`src/rtl/platform_pkg.sv`:
```
// Shared constants and FSM state type for the platform mover.
package platform_pkg;

   localparam int FIXED_POINT_MULTIPLIER = 64;
   localparam int SCREEN_WIDTH = 640;
   localparam int SCREEN_HEIGHT = 480;

   typedef enum logic [1:0] {
      S_IDLE   = 2'd0,
      S_RUN    = 2'd1,
      S_UPDATE = 2'd2,
      S_HOLD   = 2'd3
   } state_t;

endpackage

```
`src/rtl/width_saturator.sv`:
```
// Next platform width from grow/shrink requests, saturating at the limits.
module width_saturator
   import platform_pkg::*;
#(
   parameter int WIDTH_STEP = 8,
   parameter int MIN_WIDTH = 16,
   parameter int MAX_WIDTH = 160
) (
   input  logic signed [10:0] width_cur,
   input  logic               grow,
   input  logic               shrink,
   output logic signed [10:0] width_next
);

   logic signed [11:0] grown;
   logic signed [11:0] shrunk;

   // One extra bit keeps the sum/difference from wrapping before the limit compare.
   always_comb begin
      grown = $signed({width_cur[10], width_cur}) + $signed(12'(WIDTH_STEP));
      shrunk = $signed({width_cur[10], width_cur}) - $signed(12'(WIDTH_STEP));
      width_next = width_cur;
      if (grow && !shrink) begin
         width_next = (grown > $signed(12'(MAX_WIDTH))) ? 11'(MAX_WIDTH) : grown[10:0];
      end else if (shrink && !grow) begin
         width_next = (shrunk < $signed(12'(MIN_WIDTH))) ? 11'(MIN_WIDTH) : shrunk[10:0];
      end
   end

endmodule

```
`src/rtl/platform_mover.sv`:
```
// Horizontally bouncing platform: moves once per frame, freezes after a hit,
// and grows/shrinks on request.
module platform_mover
   import platform_pkg::*;
#(
   parameter int INITIAL_X = 280,
   parameter int INITIAL_Y = 185,
   parameter int INITIAL_WIDTH = 64,
   parameter int X_SPEED = 120,
   parameter int WIDTH_STEP = 8,
   parameter int MIN_WIDTH = 16,
   parameter int MAX_WIDTH = 160,
   parameter int HOLD_FRAMES = 4
) (
   input  logic               clk,
   input  logic               resetN,
   input  logic               startOfFrame,
   input  logic               enable,
   input  logic               collision,
   input  logic               grow_req,
   input  logic               shrink_req,
   output logic signed [10:0] topLeftX_w,
   output logic signed [10:0] topLeftY_w,
   output logic signed [10:0] widthX,
   output logic               frame_done
);

   localparam logic signed [31:0] SPEED_FP = 32'(X_SPEED);
   localparam logic signed [31:0] RIGHT_LIMIT_FP = 32'(SCREEN_WIDTH * FIXED_POINT_MULTIPLIER);
   localparam logic signed [31:0] RESET_X_FP = 32'(INITIAL_X * FIXED_POINT_MULTIPLIER);

   state_t             state;
   logic               dir;
   logic               coll_latch;
   logic               grow_latch;
   logic               shrink_latch;
   logic [7:0]         hold_cnt;
   logic signed [31:0] x_fp;
   logic signed [31:0] x_step;
   logic signed [31:0] x_next;
   logic signed [31:0] width_fp;
   logic               dir_next;
   logic signed [10:0] width_new;

   width_saturator #(
      .WIDTH_STEP(WIDTH_STEP),
      .MIN_WIDTH (MIN_WIDTH),
      .MAX_WIDTH (MAX_WIDTH)
   ) u_width_saturator (
      .width_cur (widthX),
      .grow      (grow_latch),
      .shrink    (shrink_latch),
      .width_next(width_new)
   );

   assign topLeftY_w = 11'(INITIAL_Y);

   // Edge checks use the width that will be in force after this update.
   always_comb begin
      width_fp = 32'(width_new) * FIXED_POINT_MULTIPLIER;
      x_step = dir ? (x_fp - SPEED_FP) : (x_fp + SPEED_FP);
      x_next = x_step;
      dir_next = dir;
      if (!dir && ((x_step + width_fp) >= RIGHT_LIMIT_FP)) begin
         x_next = RIGHT_LIMIT_FP - width_fp;
         dir_next = 1'b1;
      end else if (dir && (x_step <= 0)) begin
         x_next = '0;
         dir_next = 1'b0;
      end
   end

   always_ff @(posedge clk) begin
      if (resetN) begin
         state <= S_IDLE;
         dir <= 1'b0;
         x_fp <= RESET_X_FP;
         widthX <= 11'(INITIAL_WIDTH);
         topLeftX_w <= 11'(INITIAL_X);
         coll_latch <= 1'b0;
         grow_latch <= 1'b0;
         shrink_latch <= 1'b0;
         hold_cnt <= '0;
         frame_done <= 1'b0;
      end else begin
         frame_done <= 1'b0;
         if (collision) coll_latch <= 1'b1;
         if (grow_req) grow_latch <= 1'b1;
         if (shrink_req) shrink_latch <= 1'b1;
         case (state)
            S_IDLE: begin
               if (enable) state <= S_RUN;
            end
            S_RUN: begin
               if (!enable) state <= S_IDLE;
               else if (startOfFrame) state <= S_UPDATE;
            end
            S_UPDATE: begin
               // Latches are consumed here; a request arriving this very cycle survives.
               coll_latch <= collision;
               grow_latch <= grow_req;
               shrink_latch <= shrink_req;
               widthX <= width_new;
               frame_done <= 1'b1;
               if (coll_latch) begin
                  dir <= ~dir;
                  hold_cnt <= 8'(HOLD_FRAMES);
                  state <= S_HOLD;
               end else begin
                  x_fp <= x_next;
                  dir <= dir_next;
                  topLeftX_w <= 11'(x_next / FIXED_POINT_MULTIPLIER);
                  state <= S_RUN;
               end
            end
            S_HOLD: begin
               if (!enable) begin
                  state <= S_IDLE;
               end else if (startOfFrame) begin
                  if (hold_cnt <= 8'd1) begin
                     hold_cnt <= '0;
                     state <= S_RUN;
                  end else begin
                     hold_cnt <= hold_cnt - 8'd1;
                  end
               end
            end
            default: state <= S_IDLE;
         endcase
      end
   end

endmodule

```
`config.mk`:
```
export PLATFORM = sky130hd
export DESIGN_NAME = platform_mover
export DESIGN_NICKNAME = d
export VERILOG_FILES = /design/src/rtl/platform_pkg.sv /design/src/rtl/width_saturator.sv /design/src/rtl/platform_mover.sv
export SDC_FILE = /design/constraint.sdc
export NUM_CORES = 1
export LEC_CHECK = 0
export ABC_AREA = 1
export ABC_CLOCK_PERIOD_IN_PS = 9600
export CORE_ASPECT_RATIO = 1.25
export CORE_MARGIN = 8
export CORE_UTILIZATION = 30
export CTS_CLUSTER_DIAMETER = 100
export DETAILED_ROUTE_END_ITERATION = 10
export MAX_ROUTING_LAYER = met4
export SLEW_MARGIN = 0
export SYNTH_ARGS = -nofsm -noshare
export SYNTH_HDL_FRONTEND = slang
export SYNTH_SLANG_ARGS = --single-unit
export TNS_END_PERCENT = 20
```
`constraint.sdc`:
```
create_clock -name clk -period 9.6 [get_ports clk]
set_input_delay 1.44 -clock clk [delete_from_list [all_inputs] [get_ports clk]]
set_output_delay 1.44 -clock clk [all_outputs]
set_load 0.02 [all_outputs]
```
==> out/results.tsv, run 1 <==
stage	metric	value	unit
status	result of the run	finished, final reports clean	
clocking	level count of the clock H-tree	3	
route	Routed Antenna Nets	0	
timing	Period Utilization, post-route	0.644	
setup_path	critical path start-end classification	reg -> reg	
final_layout	ant diodes	0	
setup_path	Crit path largest cell delay	0.61	ns
pwr	switching share of total power	0.447	
hold_path	Hold Path Depth	2	
final_layout	final instance count without filler cells	1786	
hold_path	min-delay src	x_fp[2]$_SDFFE_PP0P_	
pwr	part of the total power dissipated in combinational logic	0.443	
global_routing	first-pass GRT wire length	40.6	mm
synth	share of flip-flops with an asynchronous set or reset	0	
clocking	maximum clock path buffer count	2	
setup_path	kind of start point of the critical path	register	
route	residual DRC count	0	
setup_path	worst flop-to-flop path startpoint	widthX[3]$_SDFFE_PP0P_	
pwr	areal power density over the cells	130	nW/um2
clocking	setup repair bufs after CTS	0	
final_layout	share of layout cells above drive strength 1	0.0645	
synth	synthesized instance count	1421	
pwr	total net switching power	0.000526	W
timing	Fmax	162	MHz
synth	share of the yosys chip area belonging to registers	0.169	
synth	number of synthesized flops with an enable pin	0	
timing	final worst path period need	6.18	ns
floorplanning	Die Area	32800	um2
route	via count	8608	
setup_path	CP max-delay cell	sky130_fd_sc_hd__dfxtp_1	
setup_path	largest fanout of any net on the critical path	21	
pwr	sequential share of power	0.271	
setup_path	arrival time worst endpoint	6.42	ns
placement	number of placed cells counting well taps	1770	
timing	aggregate negative setup slack	0	ns
floorplanning	Ports	41	
synth	most used flip-flop cell after synthesis	sky130_fd_sc_hd__dfxtp_1	
placement	Final Wtd Congestion	0.941	
synth	synthesized area divided by synthesized cell count	5.74	um2
synth	register bit total from synthesis	69	
clocking	count of hold-fix buffers inserted at cts	0	
final_layout	final net count	1505	
route	number of DRC markers after the initial detailed-route iteration	459	
timing	final hold violation count	0	
floorplanning	height of the chip	200	um
placement	post-detailed-placement cell area	8730	um2
pwr	leak pwr	4.89	nW
clocking	library cell used as clock root buffer	sky130_fd_sc_hd__clkbuf_16	
clocking	Resize count post-CTS	0	
global_routing	number of antenna violations at the first check in global routing	0	
hold_path	Worst Hold Path EP	x_fp[2]$_SDFFE_PP0P_	
route	wire length per cell	13.6	um
route	total wirelength of the detailed-routed design	24.2	mm
clocking	clock tree from TritonCTS	built	
setup_path	cell seen most often among critical-path stages	sky130_fd_sc_hd__nand2_1	
final_layout	area added between synthesis and finish	10.7	%
pwr	clock share of power	0.287	
timing	worst relative slew slack	0.536	
final_layout	filler instances	3019	
global_routing	GRT Residual Overflow	0	
floorplanning	standard-cell rows	67	
timing	slew at the pin closest to its max-slew limit	0.693	ns
setup_path	R2R Path End	topLeftX_w[10]$_SDFFE_PP0P_	
final_layout	final non-filler cell area	9030	um2
pwr	total power	0.00118	W
timing	post-route worst hold slack	0.475	ns
global_routing	vias in the first global route	8405	
clocking	number of clock sinks	69	
route	DR pass1 iterations	5	
global_routing	gr usage total	0.154	
timing	Max Clock Skew	0.00688	ns
global_routing	pin count of the biggest net entering global routing	48	
synth	Yosys warning total	0	
route	detailed-route vias per instance	4.82	
placement	half-perimeter wire length after detailed placement	19.9	mm
clocking	Worst-Skew Late Latency	0.34	ns
setup_path	minimum setup slack among reg-to-reg paths	3.42	ns
run	count of maximum capacitance violations	0	
timing	final setup violating endpoints	0	
floorplanning	initial core utilization	0.304	
floorplanning	Die Wd	164	um
floorplanning	Core Area	26800	um2
clocking	total CTS buffers	9	
synth	number of distinct library cells after synthesis	52	
setup_path	required time at the endpoint of the critical path	9.84	ns
timing	setup repair after global routing missed its margin	no	
pwr	internal power	0.000650	W
synth	area of the mapped netlist	8160	um2
placement	Port-buffer cells	29	
clocking	post-CTS clock slew at the launch and capture registers of the worst setup and hold paths	0.07	ns
pwr	peak supply drop	0.000100	V
setup_path	Crit. End Element	register	
hold_path	type of the tightest min-delay check	reg -> reg	
timing	final count of pins violating max slew	0	
setup_path	count of cells along the worst register-to-register path	40	
[stage by stage]
stage,setup WS (ns),util
final,3.42,0.337
after floorplan,4.11,-
after CTS,3.40,0.337
after global routing,2.74,0.337
after detailed placement,3.42,0.325
after global placement,3.43,0.325
[layer usage]
layer | GRT usage | vias to the layer above | part of all wire
met5 | - | - | 0
met4 | 0.0764 | 0 | 0.049
met3 | 0.0168 | 67 | 0.029
met2 | 0.260 | 165 | 0.48
met1 | 0.176 | 3835 | 0.44
li1 | - | 4541 | -
[area by class of cell]
class | instances | area (um2) | area share
flip-flops and latches | 69 | 1380 | 0.153
well taps | 345 | 432 | 0.0478
clock inverters | 7 | 76.3 | 0.00845
repair buffers | 33 | 320 | 0.0355
multi-input cells | 1087 | 5710 | 0.632
clock buffers | 9 | 225 | 0.0249
inverters | 236 | 886 | 0.0981
[critical path: cells and delay by family (launching register included)]
| kind | cells | cell delay (ns) |
|---|---|---|
| flops | 1 | 0.61 |
| fa+ha+maj | 4 | 1.21 |
| compound gates | 3 | 0.48 |
| simple gates | 28 | 2.79 |
| buf+inv | 5 | 0.94 |
[worst max-delay path by stage]
stage          slack [ns]                     endpoint  cells after the start                    from
6_report             3.42  topLeftX_w[10]$_SDFFE_PP0P_                     40  widthX[3]$_SDFFE_PP0P_
5_1_grt              2.74  topLeftX_w[10]$_SDFFE_PP0P_                     41  widthX[3]$_SDFFE_PP0P_
4_1_cts              3.40  topLeftX_w[10]$_SDFFE_PP0P_                     40  widthX[3]$_SDFFE_PP0P_
3_5_place_dp         3.42  topLeftX_w[10]$_SDFFE_PP0P_                     40  widthX[3]$_SDFFE_PP0P_
3_3_place_gp         3.43  topLeftX_w[10]$_SDFFE_PP0P_                     40  widthX[3]$_SDFFE_PP0P_
2_1_floorplan        4.11  topLeftX_w[10]$_SDFFE_PP0P_                     38        dir$_SDFFE_PP0P_
[state kept, by name (all words and copies together), names as in the netlist]
signal	cells
x_fp	32
topLeftX_w	11
widthX	11
hold_cnt	8
state	2
coll_latch	1
dir	1
frame_done	1
grow_latch	1
shrink_latch	1
[power by group through the flow]
stage / logic [W] / clock network, W / registers (W)
4_1_cts: 0.000521 / 0.000347 / 0.000319
5_1_grt: 0.000587 / 0.000358 / 0.000321
3_5_place_dp: 0.000518 / 0 / 0.000325
3_3_place_gp: 0.000516 / 0 / 0.000325
2_1_floorplan: 0.000394 / 0 / 0.000325
6_report: 0.000520 / 0.000337 / 0.000318
[cells in the mapped netlist (2+ instances only)]
master	number	share of area
sky130_fd_sc_hd__nand3_1	94	0.058
sky130_fd_sc_hd__nor2_8	2	0.0049
sky130_fd_sc_hd__o21ai_1	5	0.0031
sky130_fd_sc_hd__inv_1	226	0.10
sky130_fd_sc_hd__xnor2_1	7	0.0075
sky130_fd_sc_hd__nand2_4	10	0.014
sky130_fd_sc_hd__ha_1	60	0.092
sky130_fd_sc_hd__inv_2	9	0.0041
sky130_fd_sc_hd__a31oi_1	2	0.0015
sky130_fd_sc_hd__dfxtp_1	69	0.17
sky130_fd_sc_hd__o21bai_1	10	0.0092
sky130_fd_sc_hd__xor2_1	16	0.017
sky130_fd_sc_hd__a21oi_2	5	0.0054
sky130_fd_sc_hd__a211oi_1	2	0.0018
sky130_fd_sc_hd__buf_4	12	0.011
sky130_fd_sc_hd__clkbuf_1	16	0.0074
sky130_fd_sc_hd__nand2_1	452	0.21
sky130_fd_sc_hd__o21ai_0	67	0.041
sky130_fd_sc_hd__nor2_4	5	0.0069
sky130_fd_sc_hd__buf_2	7	0.0043
sky130_fd_sc_hd__fa_1	2	0.0049
sky130_fd_sc_hd__buf_6	3	0.0041
sky130_fd_sc_hd__nor2_2	7	0.0054
sky130_fd_sc_hd__o211ai_1	10	0.0092
sky130_fd_sc_hd__nor3_2	4	0.0049
sky130_fd_sc_hd__nand3b_1	8	0.0074
sky130_fd_sc_hd__nor4_1	2	0.0015
sky130_fd_sc_hd__nor2_1	127	0.058
sky130_fd_sc_hd__nand3_2	7	0.0086
sky130_fd_sc_hd__conb_1	2	0.00092
sky130_fd_sc_hd__nand2_2	18	0.014
sky130_fd_sc_hd__nor3_1	12	0.0074
sky130_fd_sc_hd__nand4_1	32	0.025
sky130_fd_sc_hd__a21oi_1	86	0.053
sky130_fd_sc_hd__and2_1	6	0.0046
sky130_fd_sc_hd__a21o_1	3	0.0028
[cell families (layout without fill, tap and decap cells)]
group	count (synthesis)	in the layout	share of synthesized area
compound gates	199	199	0.136
xor+xnor	24	24	0.0267
fa+ha+maj	62	62	0.0969
buf+inv	274	285	0.135
flops	69	69	0.169
other cells	2	11	0.000920
simple gates	791	791	0.435
[placed cells by master, fill, tap and decap left out, types with 29 or more instances in the layout]
master	instances
sky130_fd_sc_hd__nand2_1	452
sky130_fd_sc_hd__inv_1	226
sky130_fd_sc_hd__nor2_1	126
sky130_fd_sc_hd__nand3_1	94
sky130_fd_sc_hd__a21oi_1	86
sky130_fd_sc_hd__dfxtp_1	69
sky130_fd_sc_hd__o21ai_0	67
sky130_fd_sc_hd__ha_1	60
sky130_fd_sc_hd__nand4_1	32
sky130_fd_sc_hd__clkdlybuf4s50_1	29
No activity file was read; power rests on OpenSTA's default activity.
==> run 2, diff against run 1 <==
--- a/config.mk
+++ b/config.mk
@@ -6,7 +6,7 @@
 export NUM_CORES = 1
 export LEC_CHECK = 0
 export ABC_AREA = 1
-export ABC_CLOCK_PERIOD_IN_PS = 9600
+export ABC_CLOCK_PERIOD_IN_PS = 5800
 export CORE_ASPECT_RATIO = 1.25
 export CORE_MARGIN = 8
 export CORE_UTILIZATION = 30
==> constraint.sdc (replaced) <==
create_clock -name clk -period 5.8 [get_ports clk]
set_input_delay 0.87 -clock clk [delete_from_list [all_inputs] [get_ports clk]]
set_output_delay 0.87 -clock clk [all_outputs]
set_load 0.02 [all_outputs]
==> out/results.tsv, run 2 (synthesis results as in run 1) <==
stage	metric	value	unit	change
final_layout	most common cell after layout, fill and taps aside	sky130_fd_sc_hd__nand2_1		
pwr	leak pwr	4.99	nW	+2.0%
global_routing	vias in the first global route	8392		-0.15%
clocking	Worst-Skew Late Latency	0.35	ns	about the same
timing	final worst path period need	5.36	ns	-0.819 ns
final_layout	filler instances	2943		-2.5%
run	count of maximum capacitance violations	0		unchanged
status	result of the run	finished, final reports clean		
final_layout	flip-flop count of the largest register, all copies and words added	32		unchanged
global_routing	first-pass GRT wire length	40.3	mm	-0.63%
setup_path	R2R Path End	topLeftX_w[10]$_SDFFE_PP0P_		
setup_path	Crit. End Element	register		
setup_path	count of cells along the worst register-to-register path	34		-15%
route	DR pass1 iterations	5		unchanged
final_layout	largest register by flop count	x_fp		
clocking	total CTS buffers	9		unchanged
pwr	peak supply drop	0.000173	V	+73%
final_layout	most frequent cells in the layout	449 x sky130_fd_sc_hd__nand2_1, 225 x sky130_fd_sc_hd__inv_1, 123 x sky130_fd_sc_hd__nor2_1		
final_layout	ant diodes	0		unchanged
clocking	post-CTS clock slew at the launch and capture registers of the worst setup and hold paths	0.07	ns	about the same
floorplanning	height of the chip	200	um	unchanged
hold_path	type of the tightest min-delay check	reg -> reg		
timing	Worst Setup Slack, final	0.440	ns	-2.98 ns
placement	Placement Setup Slack	0.0267	ns	-3.39 ns
setup_path	largest fanout of any net on the critical path	9		-57%
placement	half-perimeter wire length after detailed placement	19.9	mm	-0.22%
timing	final hold violation count	0		unchanged
timing	Fmax	187	MHz	+15%
setup_path	Crit path largest cell delay	0.42	ns	-0.19 ns
global_routing	gr usage total	0.153		-0.000424
setup_path	worst flop-to-flop path startpoint	dir$_SDFFE_PP0P_		
timing	slew at the pin closest to its max-slew limit	0.736	ns	+0.0427 ns
floorplanning	Die Wd	164	um	unchanged
timing	Max Clock Skew	0.0154	ns	+0.00856 ns
setup_path	worst setup path endpoint	topLeftX_w[10]$_SDFFE_PP0P_		
route	detailed-route vias per instance	4.82		about the same
route	number of DRC markers after the initial detailed-route iteration	569		+24%
pwr	total power	0.00205	W	+74%
final_layout	largest registers ranked by flip-flop count	x_fp x32, topLeftX_w x11, widthX x11		
clocking	number of clock sinks	69		unchanged
setup_path	critical path start-end classification	reg -> reg		
final_layout	share of layout cells above drive strength 1	0.0910		+0.0265
clocking	clock tree from TritonCTS	built		
global_routing	pin count of the biggest net entering global routing	48		unchanged
global_routing	GRT Residual Overflow	0		unchanged
setup_path	minimum setup slack among reg-to-reg paths	0.44	ns	-2.98 ns
route	via count	8707		+1.2%
timing	worst relative slew slack	0.509		-0.0276
setup_path	cell seen most often among critical-path stages	sky130_fd_sc_hd__nand2_1		
floorplanning	Core Area	26800	um2	unchanged
route	total wirelength of the detailed-routed design	24.7	mm	+1.7%
setup_path	required time at the endpoint of the critical path	6.03	ns	-3.81 ns
setup_path	kind of start point of the critical path	register		
clocking	maximum clock path buffer count	2		unchanged
final_layout	final non-filler cell area	9320	um2	+3.2%
final_layout	final net count	1525		+1.3%
clocking	level count of the clock H-tree	3		unchanged
placement	post-detailed-placement cell area	8800	um2	+0.83%
floorplanning	Ports	41		unchanged
timing	Period Utilization, post-route	0.924		+0.280
route	residual DRC count	0		unchanged
timing	final count of pins violating max slew	0		unchanged
floorplanning	Die Area	32800	um2	unchanged
route	Routed Antenna Nets	0		unchanged
setup_path	launch point of the worst path	dir$_SDFFE_PP0P_		
floorplanning	initial core utilization	0.304		unchanged
clocking	library cell used as clock root buffer	sky130_fd_sc_hd__clkbuf_16		
final_layout	Core Util, Final	0.347		+0.0108
placement	Final Wtd Congestion	0.922		-2.0%
floorplanning	standard-cell rows	67		unchanged
route	wire length per cell	13.7	um	+0.61%
placement	Port-buffer cells	29		unchanged
timing	final setup violating endpoints	0		unchanged
pwr	areal power density over the cells	220	nW/um2	+69%
timing	aggregate negative setup slack	0	ns	unchanged
final_layout	area added between synthesis and finish	14.2	%	
setup_path	CP max-delay cell	sky130_fd_sc_hd__dfxtp_2		
global_routing	number of antenna violations at the first check in global routing	0		unchanged
setup_path	arrival time worst endpoint	5.59	ns	-0.83 ns
[run 2: cell count changes in the layout (fill, tap and decap cells not counted), moves of 4 or more]
cell                      change
sky130_fd_sc_hd__ha_2         +4
sky130_fd_sc_hd__dfxtp_1      -4
sky130_fd_sc_hd__buf_4       +16
sky130_fd_sc_hd__ha_1         -5
[run 2: worst min-delay path by stage]
stage	start	to	cells past startpoint
6_report	x_fp[2]$_SDFFE_PP0P_	x_fp[2]$_SDFFE_PP0P_	2
5_1_grt	x_fp[0]$_SDFFE_PP0P_	x_fp[0]$_SDFFE_PP0P_	2
4_1_cts	x_fp[2]$_SDFFE_PP0P_	x_fp[2]$_SDFFE_PP0P_	2
3_5_place_dp	x_fp[2]$_SDFFE_PP0P_	x_fp[2]$_SDFFE_PP0P_	2
3_3_place_gp	x_fp[0]$_SDFFE_PP0P_	x_fp[0]$_SDFFE_PP0P_	2
2_1_floorplan	x_fp[14]$_SDFFE_PP1P_	x_fp[14]$_SDFFE_PP1P_	2
[run 2: metrics by stage]
step,cells,hold slack (ns)
2_1_floorplan,1430,0.434
3_3_place_gp,1778,0.458
3_5_place_dp,1778,0.455
4_1_cts,1796,0.465
5_1_grt,1806,0.493
6_report,1806,0.466
[run 2: per-layer routing]
metal	track usage	wire length [um]	vias to the layer above
li1	-	-	4568
met1	0.173	10600	3872
met2	0.268	12200	211
met3	0.0158	957	56
met4	0.0660	930	0
met5	-	0	-
[run 2: what timing repair did]
item,CTS,global route
endpoints found under the hold margin,0,0
hold buffers,0,0
endpoints found under the setup margin,1,11
setup buffers,2,8
gates resized for setup,1,23
pin swaps,0,1
gates cloned,0,2
[run 2: cell type report]
| class | instances | area, um2 | area share |
|---|---|---|---|
| repair buffers | 52 | 505 | 0.0542 |
| clock inverters | 7 | 98.8 | 0.0106 |
| well taps | 345 | 432 | 0.0463 |
| flip-flops and latches | 69 | 1390 | 0.149 |
| inverters | 236 | 892 | 0.0957 |
| clock buffers | 9 | 225 | 0.0242 |
| repair inverters | 1 | 7.51 | 0.000805 |
| multi-input cells | 1087 | 5770 | 0.619 |
[run 2: where the power goes]
group | switching [W] | internal [W] | total (W)
registers | 0.0000274 | 0.000499 | 0.000526
clock network | 0.000231 | 0.000379 | 0.000610
logic | 0.000608 | 0.000305 | 0.000913
total | 0.000866 | 0.00118 | 0.00205
[run 2: critical path, delay by kind of cell, from the launching register on]
kind	cells	cell delay, ns
simple gates	24	2.78
fa+ha+maj	4	1.26
compound gates	3	0.46
flops	1	0.42
buf+inv	3	0.33
